<file path="config.mk">
export PLATFORM = sky130hd
export DESIGN_NAME = gdma_wdata_engine
export DESIGN_NICKNAME = d
export VERILOG_FILES = /design/src/rtl/gdma_pkg.sv /design/src/rtl/gdma_burst_splitter.sv /design/src/rtl/gdma_wdata_engine.sv
export SDC_FILE = /design/constraint.sdc
export NUM_CORES = 1
export LEC_CHECK = 0
export BUFFER_PORTS_ARGS = -buffer_cell sky130_fd_sc_hd__clkbuf_2
export CORE_ASPECT_RATIO = 1.5
export CORE_UTILIZATION = 54
export CTS_CLUSTER_DIAMETER = 200
export CTS_CLUSTER_SIZE = 25
export DETAILED_ROUTE_END_ITERATION = 6
export GPL_TIMING_DRIVEN = 0
export PLACE_DENSITY = 0.87
export SYNTH_ARGS = -nofsm -noshare
export SYNTH_HDL_FRONTEND = slang
export SYNTH_SLANG_ARGS = --single-unit
</file>
<file path="constraint.sdc">
create_clock -name clk -period 3.3 [get_ports clk]
set_input_delay 0 -clock clk [delete_from_list [all_inputs] [get_ports clk]]
set_output_delay 0 -clock clk [all_outputs]
set_load 0.005 [all_outputs]
</file>
<file path="src/rtl/gdma_pkg.sv">
// Shared types, constants and helpers for the GDMA write-data engine.
package gdma_pkg;

  typedef enum logic [1:0] {
    IDLE   = 2'd0,
    DROP   = 2'd1,
    DATA   = 2'd2,
    WAIT_B = 2'd3
  } state_t;

  localparam int unsigned PAGE_BYTES = 4096;
  localparam int unsigned RESP_W     = 24;

  // Strobe for the final beat: only the trailing bytes of the transfer are valid.
  function automatic logic [15:0] final_strb_mask(input logic [31:0] length,
                                                  input int unsigned bytes);
    logic [31:0] rem;
    logic [31:0] mask;
    rem = length & (bytes - 32'd1);
    if (rem == 32'd0) mask = (32'd1 << bytes) - 32'd1;
    else              mask = (32'd1 << rem) - 32'd1;
    return mask[15:0];
  endfunction

endpackage

</file>
<file path="src/rtl/gdma_burst_splitter.sv">
// Decides where a write burst ends: 4 KB page edge, burst-length cap or final beat.
module gdma_burst_splitter
  import gdma_pkg::*;
#(
  parameter int BYTES     = 8,
  parameter int MAX_BURST = 256,
  localparam int OFF_W    = $clog2(BYTES),
  localparam int PAGE_W   = $clog2(PAGE_BYTES) - OFF_W,
  localparam int BURST_W  = $clog2(MAX_BURST)
) (
  input  logic [PAGE_W-1:0]  page_word,
  input  logic [BURST_W-1:0] burst_cnt,
  input  logic [31:0]        beat_cnt,
  input  logic [31:0]        beats,
  output logic               final_beat,
  output logic               wlast
);

  assign final_beat = (beat_cnt == beats - 32'd1);
  assign wlast      = final_beat
                    | (&page_word)
                    | (burst_cnt == BURST_W'(MAX_BURST - 1));

endmodule

</file>
<file path="src/rtl/gdma_wdata_engine.sv">
// GDMA write-data engine: strips stream headers, emits AXI W beats, tracks B responses.
module gdma_wdata_engine
  import gdma_pkg::*;
#(
  parameter int DATA_W    = 64,
  parameter int ADDR_W    = 49,
  parameter int MAX_BURST = 256,
  parameter int HDR_DROP  = 2,
  localparam int BYTES    = DATA_W / 8
) (
  input  logic              clk,
  input  logic              rst_n,
  input  logic [ADDR_W-1:0] start_addr,
  input  logic [31:0]       length,
  input  logic              op_start,
  input  logic              gdma_addr_done,
  output logic              gdma_done,
  output logic              err_resp,
  output logic [DATA_W-1:0] gdma_ddr_wdata,
  output logic [BYTES-1:0]  gdma_ddr_wstrb,
  output logic              gdma_ddr_wlast,
  output logic              gdma_ddr_wvalid,
  input  logic              gdma_ddr_wready,
  input  logic [1:0]        gdma_ddr_bresp,
  input  logic              gdma_ddr_bvalid,
  output logic              gdma_ddr_bready,
  input  logic              gtp2gdma_tvalid,
  output logic              gtp2gdma_tready,
  input  logic [DATA_W-1:0] gtp2gdma_tdata
);

  localparam int OFF_W   = $clog2(BYTES);
  localparam int PAGE_W  = $clog2(PAGE_BYTES) - OFF_W;
  localparam int BURST_W = $clog2(MAX_BURST);

  state_t             state, state_nx;
  logic [PAGE_W-1:0]  page_word;
  logic [31:0]        beats, beat_cnt;
  logic [BURST_W-1:0] burst_cnt;
  logic [2:0]         drop_cnt;
  logic [RESP_W-1:0]  resp_exp, resp_rcv;
  logic [BYTES-1:0]   last_strb;
  logic [32:0]        len_round;
  logic               w_hs, drop_hs, final_beat, split_last, start_op, b_done;

  assign len_round = {1'b0, length} + 33'(BYTES - 1);
  assign start_op  = (state == IDLE) & op_start;
  // Handshakes derived from inputs only, so the output process stays loop-free.
  assign w_hs      = (state == DATA) & gtp2gdma_tvalid & gdma_ddr_wready;
  assign drop_hs   = (state == DROP) & gtp2gdma_tvalid;
  assign b_done    = (state == WAIT_B) & gdma_addr_done & (resp_rcv == resp_exp);

  assign gdma_ddr_wdata  = gtp2gdma_tdata;
  assign gdma_ddr_bready = 1'b1;

  gdma_burst_splitter #(
    .BYTES     (BYTES),
    .MAX_BURST (MAX_BURST)
  ) u_splitter (
    .page_word  (page_word),
    .burst_cnt  (burst_cnt),
    .beat_cnt   (beat_cnt),
    .beats      (beats),
    .final_beat (final_beat),
    .wlast      (split_last)
  );

  // NOTE: every output gets a default first so no path leaves a latch behind.
  always_comb begin
    state_nx        = state;
    gdma_ddr_wvalid = 1'b0;
    gtp2gdma_tready = 1'b0;
    gdma_ddr_wlast  = 1'b0;
    gdma_ddr_wstrb  = final_beat ? last_strb : '1;
    case (state)
      IDLE: begin
        if (op_start) begin
          if (length == 32'd0)   state_nx = WAIT_B;
          else if (HDR_DROP > 0) state_nx = DROP;
          else                   state_nx = DATA;
        end
      end
      DROP: begin
        gtp2gdma_tready = 1'b1;
        if (drop_hs && drop_cnt == 3'(HDR_DROP - 1)) state_nx = DATA;
      end
      DATA: begin
        gdma_ddr_wvalid = gtp2gdma_tvalid;
        gtp2gdma_tready = gdma_ddr_wready;
        gdma_ddr_wlast  = split_last;
        if (w_hs && final_beat) state_nx = WAIT_B;
      end
      WAIT_B: begin
        if (b_done) state_nx = IDLE;
      end
      default: state_nx = IDLE;
    endcase
  end

  // NOTE: sequential state uses non-blocking assignments only.
  always_ff @(posedge clk) begin
    if (!rst_n) begin
      state     <= IDLE;
      gdma_done <= 1'b1;
      err_resp  <= 1'b0;
      page_word <= '0;
      beats     <= '0;
      beat_cnt  <= '0;
      burst_cnt <= '0;
      drop_cnt  <= '0;
      resp_exp  <= '0;
      resp_rcv  <= '0;
      last_strb <= '0;
    end else begin
      state <= state_nx;
      if (start_op) begin
        page_word <= start_addr[$clog2(PAGE_BYTES)-1:OFF_W];
        beats     <= 32'(len_round >> OFF_W);
        last_strb <= BYTES'(final_strb_mask(length, BYTES));
        beat_cnt  <= '0;
        burst_cnt <= '0;
        drop_cnt  <= '0;
        resp_exp  <= '0;
        resp_rcv  <= '0;
        err_resp  <= 1'b0;
        gdma_done <= 1'b0;
      end else begin
        if (drop_hs) drop_cnt <= drop_cnt + 3'd1;
        if (w_hs) begin
          page_word <= page_word + PAGE_W'(1);
          beat_cnt  <= beat_cnt + 32'd1;
          burst_cnt <= split_last ? '0 : burst_cnt + BURST_W'(1);
        end
        // A wlast accept and a B response in the same cycle both count.
        if (w_hs && split_last) resp_exp <= resp_exp + RESP_W'(1);
        if (gdma_ddr_bvalid) begin
          resp_rcv <= resp_rcv + RESP_W'(1);
          if (gdma_ddr_bresp != 2'b00) err_resp <= 1'b1;
        end
        if (b_done) gdma_done <= 1'b1;
      end
    end
  end

endmodule
</file>
==> flow_metrics.tcl <==
set metrics [dict create \
    outcome "complete, but fails checks" \
    failed_checks "design-rule violations, negative setup slack" \
    cpMaxStageDelayCell "or4_4" \
    cts_tree "yes" \
    totalWireLength_um 29700 \
    die_height_um 158 \
    layout.nets 1451 \
    routed_via_density 6.37 \
    syn_to_final_growth_pct 29.0 \
    clk_pin_slew_worst_paths_ns 0.06 \
    netlist.area_leader.share 0.324 \
    global_routing_met1_resource_utilization 0.316 \
    synth_seq_area_share 0.324 \
    setup_repair_after_global_routing_missed_its_margin "true" \
    overflow 0 \
    critical_path_peak_fanout 7 \
    critPathBufInv 3 \
    drt_first_pass_iters 7 \
    syn-mean-instance-area_um2 8.07 \
    drt_first_iter_violations 1020 \
    timing.critical_path.slowest_cell_delay_ns 0.57 \
    die_width_um 106 \
    utilization 0.718 \
    synthesis.yosys.warnings 0 \
    worst-setup-path-type "flip-flop to flip-flop" \
    leakage_power_summed_over_all_cells_nw 4.27 \
    cell_types_occupying_the_most_area_after_synthesis "dfxtp_1 (32%), xnor2_1 (8.6%), xor2_1 (7.9%)" \
    powerDensity_nw_per_um2 555 \
    min_period_over_period 1.07 \
    cts_buffers 17 \
    synth.largest_area_cell "dfxtp_1" \
    clk_latency_ns 0.43 \
    dp_hpwl_um 17200 \
    grtUsageMet2 0.580 \
    synth-async-reset-ratio 0 \
    max_clock_freq_mhz 282 \
    gpl_congestion 0.937 \
    postSynthCellCount 1087 \
    gr-usage-all-layers 0.322 \
    ys.flop_type "dfxtp_1" \
    max-slew-margin-rel 0.226 \
    fin_setup_tns_ns -3.83 \
    worstSetupEndpointType "flip-flop" \
    worst-slew-pin-transition_ns 1.16 \
    row_count 56 \
    worstPathArrival_ns 3.84 \
    start_util 0.556 \
    worst_path_most_repeated_cell "buf_4" \
    dpl-instance-area_um2 9640 \
    globalRoute.busiestLayer "met2" \
    share_of_post_route_cells_with_drive_strength_above_1 0.253 \
    finalSetupViolations 39 \
    synth_fp_nets 1255 \
    floorplan.core_area_um2 15800 \
    drtAntennaViolNets 0 \
    n_fill_cell 1037 \
    timing.final.crit_period_ns 3.54 \
    critical_path.top_delay_family "simple AND/OR/NAND/NOR gates" \
    area_taken_by_flip_flops_and_latches_um2 2860 \
    io_buffers 123 \
    synth_cell_types 68 \
    antenna_violations_before_repair 0 \
    edff_count_synth 0 \
    number_of_global_route_vias_before_repair 9037 \
    ys_seq_elements 142 \
    cts.path.max_buffers 2 \
    multiInputGateArea_um2 5580 \
    dieArea_um2 16800 \
    finalWorstSetupSlack_ns -0.243 \
    post_drt_wl_per_cell_um 19.8 \
    vdd_ir_drop_max_uv 438 \
    path_cells "or4_4 > buf_4 > buf_4 > o31a_1 > nor4_2 > nor3b_2 > a211oi_1 > nand4_4 > buf_8 > a2111oi_4 > xnor2_1 > nor2_1" \
    ctsRootBufferMaster "clkbuf_16" \
    final-max-slew-violation-count 0 \
    global_route_wire_length_before_repair_um 42700 \
    via_count 9555 \
    clock_skew_ns 0.0109 \
    post-route-cell-area_um2 11300 \
    cap_violations 0 \
    num_io_pins 232 \
    netlist_area_um2 8770 \
    maximum_number_of_pins_on_one_net_before_global_route_repair 17 \
    drc_errors 1 \
    type_of_the_worst_min_delay_path "primary input to flip-flop" \
    cp-start-kind "flip-flop" \
    globalRouteMet3Util 0.0753 \
    clock_tree.htree_level_count 4 \
    power_mw 6.28 \
    critical_path_required_ns 3.59 \
    hold_viol_final 0 \
    cts_num_sinks 142 \
]
synthesized netlist by cell type, drive strengths merged (3+ instances only):
library cell	n
nand4	33
and3	22
inv	26
nor3	29
o31a	4
or4	6
clkbuf	42
o31ai	3
and4	10
or2	5
a31oi	6
nor2	132
nand2	67
nand3	54
dfxtp	142
xor2	79
nor4b	4
a2111oi	6
o311ai	3
nor4	25
or3	19
mux2i	3
o21ai	45
a211oi	28
nor2b	3
buf	75
nand2b	17
and2	11
ha	14
nand4b	3
a21oi	44
nand3b	3
a311oi	5
nor3b	5
xnor2	86
cell families (layout without fill, tap and decap cells):
logic type                 Yosys count  after routing  synth area share
DFF                                142            142             0.324
buffers and inverters              143            351            0.0920
adders and majority gates           14             14            0.0200
xor gates and xnor gates           165            165             0.165
muxes                                3              3           0.00342
and+or+nand+nor                    453            453             0.270
other                                1              3          0.000428
AOI/OAI and AO/OA                  166            166             0.126
timing repair:
action                                 in CTS  in global routing
cloned                                      2                  0
hold buffers                               40                  0
endpoints found under the hold margin      43                  0
pin swaps                                  12                 36
setup endpoints to repair                  43                 46
resized for setup                          47                 57
buffers inserted                            6                 14
per-stage QoR:
stage          hold WS [ns]  setup slack, ns  std cells
6_report             0.0445           -0.243       1500
5_1_grt              0.0437           -0.366       1498
4_1_cts            0.000417         -0.00210       1489
3_5_place_dp          0.168           -0.479       1413
3_3_place_gp          0.168           -0.449       1413
2_1_floorplan        0.0808            0.307       1087
area by class of cell:
class,instances,area share
Antenna cell,2,0.000442
Buffer,109,0.0610
Clock buffer,19,0.0391
Clock inverter,12,0.0143
Inverter,26,0.00862
Multi-Input combinational cell,802,0.493
Sequential cell,142,0.253
Tap cell,203,0.0224
Timing Repair Buffer,185,0.108
sequential cells by signal, summed over array words and instances (netlist names):
name / cells
beat_cnt: 32
beats: 30
resp_exp: 24
resp_rcv: 24
page_word: 9
burst_cnt: 8
last_strb: 8
drop_cnt: 3
state: 2
err_resp: 1
gdma_done: 1
power by group:
| part | internal, mW | switching (mW) | total, mW |
|---|---|---|---|
| logic | 0.887 | 1.22 | 2.11 |
| clock network | 1.21 | 0.792 | 2.00 |
| registers | 1.88 | 0.280 | 2.17 |
| total | 3.98 | 2.30 | 6.28 |
per-layer routing:
layer,routed length [µm],share of wire
met5,0,0
met4,2410,0.081
met2,14900,0.50
met1,9870,0.33
met3,2570,0.087
worst register-to-register path: cells and delay by family (launching register included):
family | cells | cell delay [ns]
AO/OA/AOI/OAI | 3 | 1.11
XOR/XNOR | 1 | 0.18
buffers and inverters | 3 | 0.57
flip-flops | 1 | 0.37
AND/OR/NAND/NOR | 5 | 1.19
cell usage in the layout (no fill, tap or decap), types with 11 or more instances in the layout:
master         instances
a211oi_1              18
buf_4                 82
dlygate4sd3_1         40
nand2b_1              15
inv_1                 24
or3_1                 13
clkbuf_1              37
clkbuf_2             122
nor4_1                18
nor3_1                22
nand2_1               65
o21ai_0               45
dfxtp_1              134
and3_1                22
nor2_1               130
clkbuf_16             17
and2_1                11
xor2_1                79
xnor2_1               84
nand3_1               53
nand4_1               32
ha_1                  12
a21oi_1               40
final timing paths:
kind	from	endpoint	slack, ns	depth (start not counted)
max	beats[8]$_SDFFE_PN0P_	resp_exp[22]$_SDFFE_PP0P_	-0.24	12
min	length[21]	beats[18]$_SDFFE_PN0P_	0.04	3
max reg2reg	beats[8]$_SDFFE_PN0P_	resp_exp[22]$_SDFFE_PP0P_	-0.24	12
min reg2reg	last_strb[0]$_SDFFE_PN0P_	last_strb[0]$_SDFFE_PN0P_	0.47	1
No activity file was read; power rests on OpenSTA's default activity.
